## src/rtl/pcpi_div_dispatch.sv

```systemverilog
// Front end of the PCPI divider: decodes RV32M DIV/DIVU/REM/REMU, drives the divider handshake,
// and returns its result to the core. Defining DIV_CACHE_EN adds a last-result cache.
module pcpi_div_dispatch #(
  parameter int unsigned TIMEOUT_CYCLES = 64,
  parameter int unsigned CNT_W          = 7
) (
  input  logic        clk,
  input  logic        reset,
  input  logic        pcpi_valid,
  input  logic [31:0] pcpi_insn,
  input  logic [31:0] pcpi_rs1,
  input  logic [31:0] pcpi_rs2,
  output logic        pcpi_wr,
  output logic [31:0] pcpi_rd,
  output logic        pcpi_wait,
  output logic        pcpi_ready,
  output logic        div_valid,
  output logic [31:0] div_insn,
  output logic [31:0] div_rs1,
  output logic [31:0] div_rs2,
  input  logic        div_ready,
  input  logic [31:0] div_rd,
  output logic        err_timeout
);

  typedef enum logic [1:0] {
    IDLE  = 2'd0,
    ISSUE = 2'd1,
    RESP  = 2'd2,
    DRAIN = 2'd3
  } state_t;

  localparam bit               TIMEOUT_EN = (TIMEOUT_CYCLES != 32'd0);
  localparam logic [CNT_W-1:0] CNT_LAST   = CNT_W'(TIMEOUT_CYCLES - 32'd1);
  localparam logic [CNT_W-1:0] CNT_ONE    = CNT_W'(1);

  state_t           state;
  logic [CNT_W-1:0] cnt;
  logic             aborted;
  logic             is_div;
  logic             timeout_hit;
  logic             issue_ok;
  logic             issue_timeout;
  logic             cache_hit;
  logic [31:0]      cache_result;

  assign is_div = (pcpi_insn[6:0] == 7'b0110011) && (pcpi_insn[31:25] == 7'b0000001) &&
                  pcpi_insn[14];
  assign timeout_hit = TIMEOUT_EN && (cnt == CNT_LAST);

  // Completion qualifiers for the divider handshake; div_ready outranks the timeout
  always_comb begin
    issue_ok      = 1'b0;
    issue_timeout = 1'b0;
    if (state == ISSUE) begin
      issue_ok      = div_ready && pcpi_valid && !aborted;
      issue_timeout = !div_ready && timeout_hit;
    end else begin
      issue_ok      = 1'b0;
      issue_timeout = 1'b0;
    end
  end

`ifdef DIV_CACHE_EN
  logic        cache_valid;
  logic [31:0] cache_rs1;
  logic [31:0] cache_rs2;
  logic [2:0]  cache_f3;
  logic [31:0] cache_res;

  // Last-result cache: refilled by every delivered divider result, dropped on timeout
  always_ff @(posedge clk) begin
    if (reset) begin
      cache_valid <= 1'b0;
      cache_rs1   <= 32'd0;
      cache_rs2   <= 32'd0;
      cache_f3    <= 3'd0;
      cache_res   <= 32'd0;
    end else if (issue_ok) begin
      cache_valid <= 1'b1;
      cache_rs1   <= div_rs1;
      cache_rs2   <= div_rs2;
      cache_f3    <= div_insn[14:12];
      cache_res   <= div_rd;
    end else if (issue_timeout) begin
      cache_valid <= 1'b0;
    end else begin
      cache_valid <= cache_valid;
    end
  end

  // Key match against the request currently on the bus
  always_comb begin
    cache_hit    = cache_valid && (cache_rs1 == pcpi_rs1) && (cache_rs2 == pcpi_rs2) &&
                   (cache_f3 == pcpi_insn[14:12]);
    cache_result = cache_res;
  end
`else
  // No cache in this build
  always_comb begin
    cache_hit    = 1'b0;
    cache_result = 32'd0;
  end
`endif

  // Dispatch FSM with registered handshake outputs
  always_ff @(posedge clk) begin
    if (reset) begin
      state       <= IDLE;
      cnt         <= '0;
      aborted     <= 1'b0;
      pcpi_wr     <= 1'b0;
      pcpi_rd     <= 32'd0;
      pcpi_wait   <= 1'b0;
      pcpi_ready  <= 1'b0;
      div_valid   <= 1'b0;
      div_insn    <= 32'd0;
      div_rs1     <= 32'd0;
      div_rs2     <= 32'd0;
      err_timeout <= 1'b0;
    end else begin
      pcpi_ready  <= 1'b0;
      pcpi_wr     <= 1'b0;
      err_timeout <= 1'b0;
      case (state)
        IDLE: begin
          if (pcpi_valid && is_div) begin
            div_insn <= pcpi_insn;
            div_rs1  <= pcpi_rs1;
            div_rs2  <= pcpi_rs2;
            cnt      <= '0;
            aborted  <= 1'b0;
            if (cache_hit) begin
              state      <= RESP;
              pcpi_ready <= 1'b1;
              pcpi_wr    <= 1'b1;
              pcpi_rd    <= cache_result;
            end else begin
              state     <= ISSUE;
              div_valid <= 1'b1;
              pcpi_wait <= 1'b1;
            end
          end
        end
        ISSUE: begin
          cnt <= cnt + CNT_ONE;
          if (!pcpi_valid) begin
            aborted <= 1'b1;
          end
          if (div_ready) begin
            div_valid <= 1'b0;
            pcpi_wait <= 1'b0;
            if (issue_ok) begin
              state      <= RESP;
              pcpi_ready <= 1'b1;
              pcpi_wr    <= 1'b1;
              pcpi_rd    <= div_rd;
            end else begin
              // Core withdrew: the divider still finishes but its result is dropped
              state <= DRAIN;
            end
          end else if (issue_timeout) begin
            err_timeout <= 1'b1;
            div_valid   <= 1'b0;
            pcpi_wait   <= 1'b0;
            state       <= IDLE;
          end
        end
        RESP:    state <= DRAIN;
        DRAIN:   state <= IDLE;
        default: state <= IDLE;
      endcase
    end
  end

endmodule

```

## config.mk

```make
export PLATFORM = sky130hd
export DESIGN_NAME = pcpi_div_dispatch
export DESIGN_NICKNAME = d
export VERILOG_FILES = /design/src/rtl/pcpi_div_dispatch.sv
export SDC_FILE = /design/constraint.sdc
export NUM_CORES = 1
export LEC_CHECK = 0
export BUFFER_PORTS_ARGS = -buffer_cell sky130_fd_sc_hd__buf_2
export CORE_MARGIN = 1
export CORE_UTILIZATION = 30
export DETAILED_ROUTE_END_ITERATION = 10
export HOLD_SLACK_MARGIN = 0.12
export PLACE_DENSITY_LB_ADDON = 0.25
export SKIP_CTS_REPAIR_TIMING = 1
export SYNTH_ARGS = -nofsm -noshare
export SYNTH_HDL_FRONTEND = slang
export SYNTH_SLANG_ARGS = --single-unit
```

## constraint.sdc

```tcl
create_clock -name clk -period 1.7 [get_ports clk]
set_input_delay 0.17 -clock clk [delete_from_list [all_inputs] [get_ports clk]]
set_output_delay 0.17 -clock clk [all_outputs]
set_load 0.01 [all_outputs]
```

==> run_results.csv <==
group,metric,value,unit
detailed_routing,drtPass1Iterations,4,
cells_and_area,n_fill_cell,1762,
cells_and_area,nNetsFinal,972,
power_and_ir_drop,ir_drop,0.7006,mV
cells_and_area,fin_cells,1085,
cells_and_area,syn_to_final_growth,47.86,%
sta,fmaxAchievable,667.8,MHz
logic_synthesis,syn_avg_cell_area,10.49,µm²
sta,fin_skew,17.16,ps
placed_design,place_inst,1011,
worst_setup_path,crit_path_end_kind,"flip-flop",
run,maxCapViolCount,0,
placed_design,place_hpwl,10.92,mm
cells_and_area,n_antenna_cell,0,
cells_and_area,stdcell_area,8434,µm²
hold_path,min_path_type,"in2reg",
worst_setup_path,cp-start-kind,"flip-flop",
sta,hold_violations,0,
placed_design,place.port_buffers,264,
cells_and_area,fin_util,45.24,%
clock_tree,clock_latency,420,ps
power_and_ir_drop,power_frac_comb,5.0,%
power_and_ir_drop,leakagePower,3.695,nW
floorplan,fp.dieH,139.9,µm
floorplan,die_x,139.9,µm
logic_synthesis,synth.area.top_cells,"dfxtp_1 49%, a31o_1 11%, nor4b_2 10%",
grt,grt_pass1_wl,25.54,mm
floorplan,core_area,18640,µm²
floorplan,start_util,30.60,%
clock_tree,clock_path_buffers,2,
detailed_routing,avgRoutedWirePerCell,15.25,µm
logic_synthesis,netlist_instances,544,
worst_setup_path,reg2regPathDepth,4,
status,status,"completed",
worst_setup_path,required,1990,ps
logic_synthesis,synth_sequential_area_ratio,49.48,%
sta,finalSetupViolCount,0,
logic_synthesis,syn_area,5704,µm²
detailed_routing,wl,16.55,mm
sta,post-route-min-period,1497,ps
logic_synthesis,synth_cell_type_count,39,
placed_design,gp_congestion,0.7044,
logic_synthesis,ys_async_sr_fraction,0,%
power_and_ir_drop,pwr-share-clk,52.5,%
power_and_ir_drop,netSwitchingFraction,20.98,%
power_and_ir_drop,power_per_cell_area,920.8,nW/µm²
power_and_ir_drop,p_sw,0.001629,W
floorplan,rows,50,
logic_synthesis,yosys_warnings,0,
placed_design,place_ws,-50.12,ps
detailed_routing,viasPerCell,4.847,
sta,finalWorstSetupSlack,202.6,ps
detailed_routing,drc,0,
cells_and_area,drive_gt1_share,43.95,%
placed_design,place_area,7360,µm²
clock_tree,numCtsBuffers,17,
clock_tree,htree_levels,4,
grt,antenna_found_initial,0,
sta,tightest_slew,451.2,ps
floorplan,fp.dieArea,19570,µm²
logic_synthesis,synth-edff-count,0,
logic_synthesis,ys_ff_latch,141,
sta,slew_violations,0,
detailed_routing,drt_iter0_drc,216,
logic_synthesis,synth_top_area_share,49.48,%
grt,grt_max_degree,70,
hold_path,hold_depth,3,
sta,fin_crit_sh,88.09,%
clock_tree,clockRootBuffer,"clkbuf_16",
logic_synthesis,synth_largest_area_cell,"dfxtp_1",
clock_tree,cts.sink_count,141,
grt,overflow,0,
worst_setup_path,worstSetupPathType,"reg2reg",
sta,slew_headroom,69.92,%
logic_synthesis,synth_ff_type,"dfxtp_1",
grt,grt_pass1_vias,4816,
floorplan,io_pins,265,
grt,grt_util_all_layers,16.33,%
logic_synthesis,syn_nets,677,
power_and_ir_drop,intPower,0.006137,W
worst_setup_path,cp_max_fo,7,
sta,rsz0062_at_grt,"false",
detailed_routing,vias,5259,
worst_setup_path,crit_arrival,1790,ps
sta,fin_setup_tns,0,ps
clock_tree,cts_tree,"built",
power_and_ir_drop,p_seq_share,42.5,%
detailed_routing,ant_nets,0,
clock_tree,path_clk_slew,60,ps
-- cell usage in the layout, fill, tap and decap left out, types with 15 or more instances in the layout --
cell type,instances
buf_2,263
dfxtp_1,141
nand2_1,78
a31o_1,70
dlygate4sd3_1,43
a21oi_1,39
nor4b_2,38
nor4b_1,33
buf_4,21
clkbuf_16,17
o21ai_0,15
-- flip-flops by register name, summed over array words and instances, names as in the netlist, named ones only --
register     flops
div_rs2         32
div_rs1         32
err_timeout      1
aborted          1
pcpi_ready       1
div_valid        1
cnt              7
state            1
pcpi_rd         32
div_insn        32
-- power by group through the flow --
stage	clock network, W	logic, W	registers, W
finish	0.00408	0.000385	0.00330
global route	0.00434	0.000416	0.00330
CTS	0.00421	0.000309	0.00330
detailed placement	0	0.000306	0.00338
global placement	0	0.000308	0.00338
floorplan	0	0.000122	0.00338
-- stage by stage --
| stage | total power (W) | hold slack (ps) |
|---|---|---|
| 2_1_floorplan | 0.003500 | 246.7 |
| 3_3_place_gp | 0.003686 | 413.1 |
| 3_5_place_dp | 0.003684 | 418.0 |
| 4_1_cts | 0.007819 | -26.25 |
| 5_1_grt | 0.008058 | 139.2 |
| 6_report | 0.007766 | 126.7 |
-- cells in the mapped netlist (2+ instances only) --
master	n
buf_1	2
o21a_1	7
dfxtp_1	141
or3_1	2
nand4_1	2
buf_4	4
and3_1	11
nor2_1	5
nor4b_2	38
o21ai_0	15
nand3_1	3
buf_2	13
nor4b_1	33
a21oi_1	39
o211ai_1	10
a31o_1	70
nor3_1	3
clkbuf_1	32
nand2b_1	4
nor2b_1	3
and4bb_2	2
nand2_1	78
buf_6	11
-- routing by layer --
| metal | global-route usage (%) | routed length [µm] |
|---|---|---|
| met5 | 0 | 0 |
| met3 | 6.291 | 1232 |
| met4 | 5.321 | 221 |
| met1 | 20.35 | 7375 |
| met2 | 25.82 | 7716 |
-- critical path: stages (launching register included) --
cell	delay (ps)
dfxtp_1	430
nor2b_2	250
nand4_1	230
o311ai_0	350
a21oi_1	110
-- logic make-up after synthesis --
| group | after synthesis | share of synthesized area, % |
|---|---|---|
| adder cells (fa/ha/maj) | 1 | 0.2193 |
| buffers and inverters | 63 | 6.142 |
| AND/OR/NAND/NOR | 188 | 24.79 |
| flip-flops | 141 | 49.48 |
| multiplexers | 1 | 0.1974 |
| XOR/XNOR | 2 | 0.3071 |
| AO/OA/AOI/OAI | 148 | 18.86 |
-- path summary, 6_finish.rpt --
| check | from | to | slack, ps |
|---|---|---|---|
| max | state[0] | div_valid | 200 |
| min | pcpi_rs1[17] | div_rs1[17] | 130 |
| max reg2reg | state[0] | div_valid | 200 |
| min reg2reg | pcpi_rd[0] | pcpi_rd[0] | 450 |
-- layout make-up --
class	count	area, µm²	area share (%)
Clock inverter	13	212.7	2.522
Inverter	1	5.005	0.05934
Clock buffer	18	429.2	5.088
Multi-Input combinational cell	340	2547	30.20
Tap cell	234	292.8	3.471
Sequential cell	141	2823	33.47
Timing Repair Buffer	338	2125	25.19
Power figures use the tool's default switching activity.
